<file path="config.mk">
export PLATFORM = sky130hd
export DESIGN_NAME = hilo_mac_ctrl
export DESIGN_NICKNAME = d
export VERILOG_FILES = /design/src/rtl/hilo_mac_ctrl.sv
export SDC_FILE = /design/constraint.sdc
export NUM_CORES = 1
export LEC_CHECK = 0
export CAP_MARGIN = 15
export CORE_UTILIZATION = 60
export CTS_BUF_LIST = sky130_fd_sc_hd__clkbuf_2 sky130_fd_sc_hd__clkbuf_4 sky130_fd_sc_hd__clkbuf_8
export DETAILED_ROUTE_END_ITERATION = 16
export PLACE_DENSITY = 0.8
export SYNTH_ARGS = -nofsm -noshare
export SYNTH_HDL_FRONTEND = slang
export SYNTH_SLANG_ARGS = --single-unit
</file>
<file path="constraint.sdc">
create_clock -name clk -period 28.5 [get_ports clk]
set_input_delay 8.55 -clock clk [delete_from_list [all_inputs] [get_ports clk]]
set_output_delay 8.55 -clock clk [all_outputs]
set_load 0.1 [all_outputs]
</file>
<file path="src/rtl/hilo_mac_ctrl.sv">
// ============================================================================
// Module   : hilo_mac_ctrl
// Purpose  : Multi-cycle shift-add multiply/accumulate sequencer owning HI/LO.
//            Optional macro HILO_MT_EN adds mthi (40) / mtlo (41) moves.
// Revision : 1.0 - initial release
// ============================================================================
`default_nettype none

module hilo_mac_ctrl #(
  parameter int BPC = 4
) (
  input  logic        clk,
  input  logic        rst,
  input  logic        req_valid,
  output logic        req_ready,
  input  logic [5:0]  req_op,
  input  logic [31:0] req_a,
  input  logic [31:0] req_b,
  output logic        busy,
  output logic        done,
  output logic        err,
  output logic [31:0] hi,
  output logic [31:0] lo
);

  localparam int N = 32 / BPC;
  localparam logic [5:0] c_CNT_LAST = 6'(N - 1);
  localparam logic [5:0] c_OP_MUL   = 6'd39;
  localparam logic [5:0] c_OP_MADD  = 6'd6;
  localparam logic [5:0] c_OP_MADDU = 6'd7;
  localparam logic [5:0] c_OP_MTHI  = 6'd40;
  localparam logic [5:0] c_OP_MTLO  = 6'd41;

  typedef enum logic [1:0] {
    S_IDLE = 2'd0,
    S_RUN  = 2'd1,
    S_FIN  = 2'd2,
    S_RESP = 2'd3
  } state_t;

  state_t      r_state;
  state_t      w_next;

  logic        r_is_mul;
  logic        r_neg;
  logic        r_err;
  logic [5:0]  r_cnt;
  logic [63:0] r_mcand;
  logic [31:0] r_mplier;
  logic [63:0] r_acc;
  logic [31:0] r_hi;
  logic [31:0] r_lo;

  logic        w_is_mult;
  logic        w_signed;
  logic        w_legal;
  logic [31:0] w_mag_a;
  logic [31:0] w_mag_b;
  logic [63:0] w_digit;
  logic [63:0] w_pp;
  logic [63:0] w_p;
  logic [63:0] w_result;

  assign w_signed  = (req_op == c_OP_MUL) || (req_op == c_OP_MADD);
  assign w_is_mult = w_signed || (req_op == c_OP_MADDU);
`ifdef HILO_MT_EN
  assign w_legal   = w_is_mult || (req_op == c_OP_MTHI) || (req_op == c_OP_MTLO);
`else
  assign w_legal   = w_is_mult;
`endif

  // 0x80000000 negates to itself, which is the correct unsigned magnitude.
  assign w_mag_a = (w_signed && req_a[31]) ? (~req_a + 32'd1) : req_a;
  assign w_mag_b = (w_signed && req_b[31]) ? (~req_b + 32'd1) : req_b;

  assign w_digit  = 64'(r_mplier[BPC-1:0]);
  assign w_pp     = r_mcand * w_digit;
  assign w_p      = r_neg ? (~r_acc + 64'd1) : r_acc;
  assign w_result = r_is_mul ? w_p : ({r_hi, r_lo} + w_p);

  always_ff @(posedge clk or posedge rst) begin
    if (rst) begin
      r_state <= S_IDLE;
    end else begin
      r_state <= w_next;
    end
  end

  always_comb begin
    w_next    = r_state;
    req_ready = 1'b0;
    busy      = 1'b1;
    done      = 1'b0;
    err       = 1'b0;
    case (r_state)
      S_IDLE: begin
        req_ready = 1'b1;
        busy      = 1'b0;
        if (req_valid) begin
          w_next = w_is_mult ? S_RUN : S_RESP;
        end
      end
      S_RUN: begin
        if (r_cnt == c_CNT_LAST) begin
          w_next = S_FIN;
        end
      end
      S_FIN: begin
        w_next = S_RESP;
      end
      S_RESP: begin
        done   = ~r_err;
        err    = r_err;
        w_next = S_IDLE;
      end
      default: begin
        w_next = S_IDLE;
      end
    endcase
  end

  always_ff @(posedge clk or posedge rst) begin
    if (rst) begin
      r_is_mul <= 1'b0;
      r_neg    <= 1'b0;
      r_err    <= 1'b0;
      r_cnt    <= 6'd0;
      r_mcand  <= 64'd0;
      r_mplier <= 32'd0;
      r_acc    <= 64'd0;
      r_hi     <= 32'd0;
      r_lo     <= 32'd0;
    end else begin
      case (r_state)
        S_IDLE: begin
          if (req_valid) begin
            r_err <= ~w_legal;
            if (w_is_mult) begin
              r_is_mul <= (req_op == c_OP_MUL);
              r_neg    <= w_signed & (req_a[31] ^ req_b[31]);
              r_mcand  <= {32'd0, w_mag_a};
              r_mplier <= w_mag_b;
              r_acc    <= 64'd0;
              r_cnt    <= 6'd0;
            end
`ifdef HILO_MT_EN
            if (req_op == c_OP_MTHI) begin
              r_hi <= req_a;
            end
            if (req_op == c_OP_MTLO) begin
              r_lo <= req_a;
            end
`endif
          end
        end
        S_RUN: begin
          // Shifting the multiplicand each step equals mcand << (count*BPC).
          r_acc    <= r_acc + w_pp;
          r_mcand  <= r_mcand << BPC;
          r_mplier <= r_mplier >> BPC;
          r_cnt    <= r_cnt + 6'd1;
        end
        S_FIN: begin
          r_hi <= w_result[63:32];
          r_lo <= w_result[31:0];
        end
        default: begin
        end
      endcase
    end
  end

  assign hi = r_hi;
  assign lo = r_lo;

endmodule

`default_nettype wire

</file>
-- Word level (Yosys, flattened, before mapping)
Cells that the tools add are included.
- $add $sub $neg: 6
- $mul: 1
- equal/unequal tests: 10
- multiplexer cells: 24
- bitwise operators: 7
- reduce and logical (&&, ||, !) cells: 10
- operators by type and width (cell ; number):
    64-bit 2-to-1 mux ; 6
    64-bit case mux with 2 select lines ; 2
    64-bit adder ; 2
    32-bit 2-to-1 mux ; 4
    32-bit by 1-bit adder with 32-bit output (second input constant) ; 2
    64-bit by 1-bit adder with 64-bit output (second input constant) ; 1
    64-bit by 4-bit multiplier with 64-bit output ; 1
    32-bit inverter ; 2
    64-bit inverter ; 1
    32-bit case mux with 2 select lines ; 1
    6-bit by 3-bit == test with 1-bit output (second input constant) ; 3
    6-bit 2-to-1 mux ; 2
    6-bit case mux with 2 select lines ; 1
    2-bit case mux with 4 select lines ; 1
    6-bit by 1-bit adder with 6-bit output (second input constant) ; 1
    6-bit == test (second input constant) ; 1
    2-bit 2-to-1 mux ; 3
    2-bit != test (second input constant) ; 3
    3-bit AND reduction ; 2
    2-bit == test (second input constant) ; 2
    1-bit 2-to-1 mux ; 4
    2-bit AND reduction ; 2
    2-bit by 1-bit == test with 1-bit output (second input constant) ; 1
    1-bit logical AND ; 2
    6 further kinds ; 8
- flip-flop bits (word level): 235
- bits of input ports: 73
- output and inout bits: 68
- logic and storage cells: 68

-- Logic depth before layout (Yosys ltp)
Gate-level depths: netlist of run 1.
- word-level depth: 7
- mapped depth: 21
- depth with buffers taken out: 20

-- Least setup slack after synthesis of run 1
OpenSTA, ideal clock, no wires.
- kind: input-to-reg
- start point: input req_a[5]
- end point: register r_mcand[29]
- library setup time: 135 ps
- arrival time: 10414 ps
- data required time: 28365 ps
- path slack: 17951 ps
- cell stages on the path: 11
- buffers on the path: 0
- cells stage by stage: nor4_1 > nand3_1 > nor2_1 > nand3b_1 > nor3b_1 > nand2b_1 > o41ai_1 > xor2_1 > nor2_1 > a21oi_1 > o21ai_0
- cells in the longest elaborated chain, start to end: 6
- RTL lines (element ; RTL line ; RTL):
    start: declaration ; 17 ; input logic [31:0] req_a,
    32-bit inverter ; 73 ; assign w_mag_a = (w_signed && req_a[31]) ? (~req_a + 32'd1) : req_a;
    32-bit by 1-bit adder with 32-bit output ; 73 ;
    32-bit 2-to-1 mux ; 73 ;
    64-bit 2-to-1 mux ; 138 ; if (w_is_mult) begin
    64-bit 2-to-1 mux ; 136 ; if (req_valid) begin
    64-bit case mux with 2 select lines ; 134 ; case (r_state)
    end signal: assignment ; 141 ; r_mcand <= {32'd0, w_mag_a};
    end signal: assignment ; 159 ; r_mcand <= r_mcand << BPC;
    end: declaration ; 48 ; logic [63:0] r_mcand;
No other way between the ends. The select of a mux whose other input is x is not followed.
A chain may end at the register's enable or synchronous reset.

-- Worst setup path in the final report of run 1
- start point: register r_state[0]
- end point: output busy
- cells in the longest elaborated chain, start to end: 2
- RTL lines (element ; RTL line ; RTL):
    start: declaration ; 41 ; state_t r_state;
    start signal: assignment ; 85 ; r_state <= w_next;
    2-bit logical NOT ; 95 ; case (r_state)
    1-bit 2-to-1 mux ; 95 ;
    end: declaration ; 19 ; output logic busy,
No other way between the ends.

==> results of run 1 <==
stage by stage:
| stage | utilization (%) | hold WS [ns] | setup WS (ns) |
|---|---|---|---|
| 4_1_cts | 67.2 | 0.474 | 17.00 |
| 3_5_place_dp | 64.9 | 0.461 | 16.66 |
| 3_3_place_gp | 64.9 | 0.452 | 16.76 |
| 2_1_floorplan | - | 0.439 | 13.50 |
| 5_1_grt | 67.2 | 0.522 | 16.90 |
| 6_report | 67.2 | 0.474 | 17.05 |
critical path, delay by kind of cell, from the launching register on:
family / cells / cell delay [ns]
flops: 1 / 0.43
fa+ha+maj: 1 / 0.37
buf+inv: 3 / 1.50
logic make-up (layout without fill, tap and decap cells):
kind of cell / after synthesis / count (layout) / synth area share [%]
buffers and inverters: 493 / 587 / 7.27
XOR/XNOR: 234 / 234 / 8.04
adder cells (fa/ha/maj): 321 / 321 / 21.1
multiplexers: 18 / 18 / 0.731
flip-flops: 235 / 235 / 23.1
AND/OR/NAND/NOR: 1037 / 1037 / 20.4
AO/OA/AOI/OAI: 804 / 804 / 19.3
flip-flops by register name (all words and copies together) (netlist names):
register,count
r_neg,1
r_cnt,6
r_mplier,32
hi,32
lo,32
r_is_mul,1
r_acc,64
r_err,1
r_state,2
r_mcand,64
worst max-delay path by stage:
stage          startpoint      endpoint  cells after the start
2_1_floorplan         rst         hi[0]                      1
3_3_place_gp    req_op[2]  r_mplier[27]                      9
3_5_place_dp    req_op[5]     r_acc[50]                      9
4_1_cts        r_state[0]          busy                      4
5_1_grt         req_op[5]     r_acc[50]                      9
6_report       r_state[0]          busy                      4
cell usage in the layout (no fill, tap or decap), types with 24 or more instances in the layout:
cell type / n
inv_1: 348
nand2_1: 291
a21oi_1: 286
and2_1: 245
dfrtp_1: 233
nor2_1: 203
fa_1: 183
xnor2_1: 162
o21ai_0: 156
clkdlybuf4s50_1: 140
ha_1: 136
nand3_1: 89
a21o_1: 76
o22ai_1: 73
xor2_1: 72
clkbuf_8: 57
o31ai_1: 37
nand4_1: 35
and3_1: 33
a31oi_1: 31
nor3_1: 27
o21bai_1: 24
routing by layer:
metal  wire [um]  share of wire [%]  vias to the layer above  global-route usage, %
met4        1500                2.2                        0                   8.61
met2       29500                 44                      840                   49.2
met3        4820                7.2                      118                   4.72
li1            -                  -                    10775                      -
met5           0                  0                        -                      0
met1       31600                 47                    10774                   46.0
final cells by class:
class | count | share of cell area [%]
clock inverter | 13 | 0.444
multi-input combinational | 2414 | 63.1
clock buffer | 68 | 3.08
tap | 539 | 2.39
inverter | 350 | 4.69
sequential | 235 | 20.9
timing repair buffer | 156 | 5.40
==> out/qor.txt, run 1 <==
Period utilization - 40.2%
Hold Path Cell Cnt - 2
Vias per inst - 5.96
Port buffer count - 140
CTS sink cnt - 235
Die H - 208 um
GRT overflow - 0
Setup violations, final - 0
Post-DRT Antenna Nets - 0
Initial Util - 60.8%
Seq/Total Area, Yosys - 23.1%
Worst Setup End Kind - output pin
R2R Setup Slk - 21.58 ns
Post-CTS Resized - 0
Register area - 5880 sq um
Multi-input gate area - 17800 sq um
CP Cell Sequence - inv_1 -> ha_1 -> inv_1 -> clkdlybuf4s50_1
First-pass GRT wire length - 112 mm
WS Path Type - register to output pin
Antenna cells - 0
Layout area overhead - 10.6%
Post-Layout Cell Count - 3775
Setup Buffers After CTS - 0
Start point of the worst hold path - r_mcand[63]
Critical path's slowest cell - clkdlybuf4s50_1
Cell Area, Placed - 27200 sq um
Crit path max fanout - 9
Layout cells sized above 1 - 3.99%
Worst slew pin tran - 1.18 ns
Status - complete, no violations
Worst-path clk slew - 0.06 ns
Crit-path most repeated cell - inv_1
Clock skew - 0.0431 ns
Synth warnings - 0
Post-synth net total - 3536
Relative slew margins - 20.8%
Min cycle time layout - 11.45 ns
Top post-synthesis cells by area - dfrtp_1 (23%), fa_1 (14%), ha_1 (6.8%)
Die area - 43300 sq um
Post-route cell area - 28200 sq um
FP Rows - 75
Peak Freq - 87.4 MHz
Largest net degree at the start of global routing - 114
Vias in the first global route - 21899
Count of flip-flops with a built-in enable after synthesis - 0
WP data required - 19.95 ns
Share of the synthesized area in the top cell type - 23.1%
Area leader, netlist - dfrtp_1
Root buf cell - clkbuf_8
Die X-Extent - 208 um
Distinct cell type count after synthesis - 77
Hold buffers post-CTS - 0
Max clock buf depth - 3
H-tree depth - 2
CTS tree - built
#FFs+latches synth - 235
Iteration-0 DRC Markers - 1941
Initial antenna violation count - 0
Worst skew pair latency - 0.62 ns
Routed len/inst - 17.9 um
Post-Synthesis Mean Instance Area - 8.11 sq um
WP data arrival - 2.90 ns
Worst Reg-to-Reg Cells - 19
Mapped Area - 25500 sq um
Mapped Cells - 3142
# IOs - 141
Maxcap violations - 0
Hold endpoint - r_mcand[63]
RSZ-0062 raised after global routing - no
FFs w/ async S/R, synth - 100%
Placed cells - 3694
CP max stage delay - 1.17 ns
Hold Path Class - register to register
Setup TNS - 0 ns
Pins Over Slew Limit - 0
GRT Total Usage - 31.6%
Total wire length - 67.4 mm
Ys flop type - dfrtp_1
Fin. Hold Viols - 0
Startpoint type of the worst setup path - register
Reg2reg start - r_mplier[1]
Nets - 3596
Total CTS buffers - 45
Post-synth top cells - inv_1 (349), nand2_1 (292), a21oi_1 (287)
Count leader, synth - inv_1
Via Count - 22507
Worst flop-to-flop path endpoint - r_acc[57]
Dpl hpwl - 52.1 mm
DRC - 0
GPL Wtd Cong - 0.955
Core box area - 41900 sq um
# fillers - 3468
Drt first pass iters - 5
Power of run 1 is not shown: default switching activity piles up to over one toggle a cycle in this logic, so the estimate is an artifact.
==> inputs of run 2 (changes only) <==
==> constraint.sdc (replaced) <==
create_clock -name clk -period 11.2 [get_ports clk]
set_input_delay 3.36 -clock clk [delete_from_list [all_inputs] [get_ports clk]]
set_output_delay 3.36 -clock clk [all_outputs]
set_load 0.1 [all_outputs]
==> run 2 against run 1 <==
Against the previous run: wire length is 0.67% lower; count of clock-buffer cells in the layout is 3 lower; via count is 0.68% lower; worst hold slack improved by 0.0043 ns; die area stayed put; clock skew fell by 0.0052 ns; non-clock buffer count down 1; sequential share of layout area is essentially flat; worst setup slack lost 13 ns.
==> out/qor.txt, run 2 (synthesis results as in run 1) <==
Clock skew - 0.0379 ns (was 0.0431 ns)
Via Count - 22355 (was 22507)
Port buffer count - 140 (unchanged)
Most frequent cells in the layout - inv_1 (348), nand2_1 (291), a21oi_1 (286) (unchanged)
Status - complete, no violations (unchanged)
Worst-path clk slew - 0.06 ns (about the same)
Critical path's slowest cell - dfrtp_1 (was clkdlybuf4s50_1)
Min cycle time layout - 6.92 ns
Root buf cell - clkbuf_8 (unchanged)
GPL Wtd Cong - 0.968 (was 0.955)
Reg2reg start - r_mplier[1] (unchanged)
CTS sink cnt - 235 (unchanged)
Total CTS buffers - 46 (was 45)
WP data required - 11.71 ns (was 19.95 ns)
Vias in the first global route - 22024 (was 21899)
Iteration-0 DRC Markers - 1907 (was 1941)
H-tree depth - 2 (unchanged)
Peak Freq - 145 MHz
Post-DRT Antenna Nets - 0 (unchanged)
Crit path max fanout - 38 (was 9)
Start point of the worst hold path - r_mplier[31] (was r_mcand[63])
Total wire length - 67.0 mm (was 67.4 mm)
FP Rows - 75 (unchanged)
Period utilization - 61.8%
Post-CTS Resized - 0 (unchanged)
Startpoint type of the worst setup path - register (unchanged)
Hold Path Cell Cnt - 2 (unchanged)
DRC - 0 (unchanged)
Setup TNS - 0 ns (unchanged)
Crit-path most repeated cell - fa_1 (was inv_1)
Initial antenna violation count - 0 (unchanged)
First-pass GRT wire length - 112 mm (about the same)
GRT Total Usage - 31.6% (about the same)
Nets - 3596 (unchanged)
Setup Buffers After CTS - 0 (unchanged)
Most common cell after layout, fill and taps aside - inv_1 (unchanged)
Maxcap violations - 0 (unchanged)
Worst Setup End Kind - register (was output pin)
R2R Setup Slk - 4.28 ns (was 21.58 ns)
Worst Reg-to-Reg Cells - 19 (unchanged)
Core box area - 41900 sq um (unchanged)
Hold buffers post-CTS - 0 (unchanged)
Hold endpoint - r_mplier[31] (was r_mcand[63])
CP Cell Sequence - buf_4 -> and2_1 -> fa_1 -> fa_1 -> inv_1 -> fa_1 -> inv_1 -> ha_1 -> a21oi_1 -> nand2_1 -> a221o_1 -> o21ai_0 -> a21oi_1 -> o2111ai_1 -> nand4_1 -> a31oi_1 -> o211ai_1 -> and3_1 -> o31ai_1 (was inv_1 -> ha_1 -> inv_1 -> clkdlybuf4s50_1)
RSZ-0062 raised after global routing - no (unchanged)
GRT overflow - 0 (unchanged)
Layout area overhead - 10.7% (was 10.6%)
Initial Util - 60.8% (unchanged)
WP data arrival - 7.43 ns (was 2.90 ns)
Worst flop-to-flop path endpoint - r_acc[63] (was r_acc[57])
Die X-Extent - 208 um (unchanged)
Routed len/inst - 17.7 um (was 17.9 um)
Antenna cells - 0 (unchanged)
Relative slew margins - 26.1% (was 20.8%)
Hold Path Class - register to register (unchanged)
Setup violations, final - 0 (unchanged)
Worst path top cell family by delay - compound AO/OA/AOI/OAI gates (was buffers and inverters)
CP startpoint - r_mplier[1] (was r_state[0])
Vias per inst - 5.92 (was 5.96)
Pins Over Slew Limit - 0 (unchanged)
Fin. Hold Viols - 0 (unchanged)
WS Path Type - register to register (was register to output pin)
CP max stage delay - 0.84 ns (was 1.17 ns)
WP buf/inv - 3 (unchanged)
Die H - 208 um (unchanged)
# IOs - 141 (unchanged)
Biggest regs - r_acc: 64 flops, r_mcand: 64 flops (unchanged)
Worst slew pin tran - 1.11 ns (was 1.18 ns)
Max clock buf depth - 3 (unchanged)
Die area - 43300 sq um (unchanged)
Dpl hpwl - 51.8 mm (was 52.1 mm)
Layout cells sized above 1 - 3.93% (was 3.99%)
Largest net degree at the start of global routing - 135 (was 114)
CTS tree - built (unchanged)
Drt first pass iters - 5 (unchanged)
Worst skew pair latency - 0.62 ns (about the same)
## run 2: area by class of cell
cell class              instances  area (sq um)
clock buffers                  65           851
clock inverters                15           139
fillers                      3473         13700
inverters                     350          1320
multi-input cells            2414         17800
flip-flops and latches        235          5880
well taps                     539           674
repair buffers                155          1530
## run 2: worst max path at each step
stage                            to  slack [ns]  cells past startpoint
after floorplan               hi[0]        1.39                      1
after global placement     r_cnt[5]        4.51                      9
after detailed placement   r_cnt[5]        4.41                      9
after CTS                 r_acc[63]        4.40                     19
after global routing      r_acc[63]        3.87                     19
final                     r_acc[63]        4.28                     19
## run 2: stage by stage
step                      hold slack, ns  std cells  cell area (sq um)  setup WS [ns]  util (%)
after floorplan                    0.439       3142              25500           1.39         -
after global placement             0.450       3692              27200           4.51      64.8
after detailed placement           0.468       3692              27200           4.41      64.8
after CTS                          0.481       3772              28200           4.40      67.2
after global routing               0.501       3773              28200           3.87      67.2
final                              0.479       3773              28200           4.28      67.2
## run 2: layer usage
metal  up-vias  share of wire (%)  GRT usage [%]  wire length [um]
li1      10779                  -              -                 -
met1     10661                 47           46.4             31500
met2       804                 43           48.2             29000
met3       111                7.5           5.19              5010
met4         0                2.2           9.09              1470
met5         -                  0              0                 0
## run 2: tightest hold or removal path: cells and delay by family (launching register included)
kind            cells  cell delay, ns
flops               1            0.34
simple gates        1            0.05
compound gates      1            0.06
Power of run 2 is left out for the same reason.
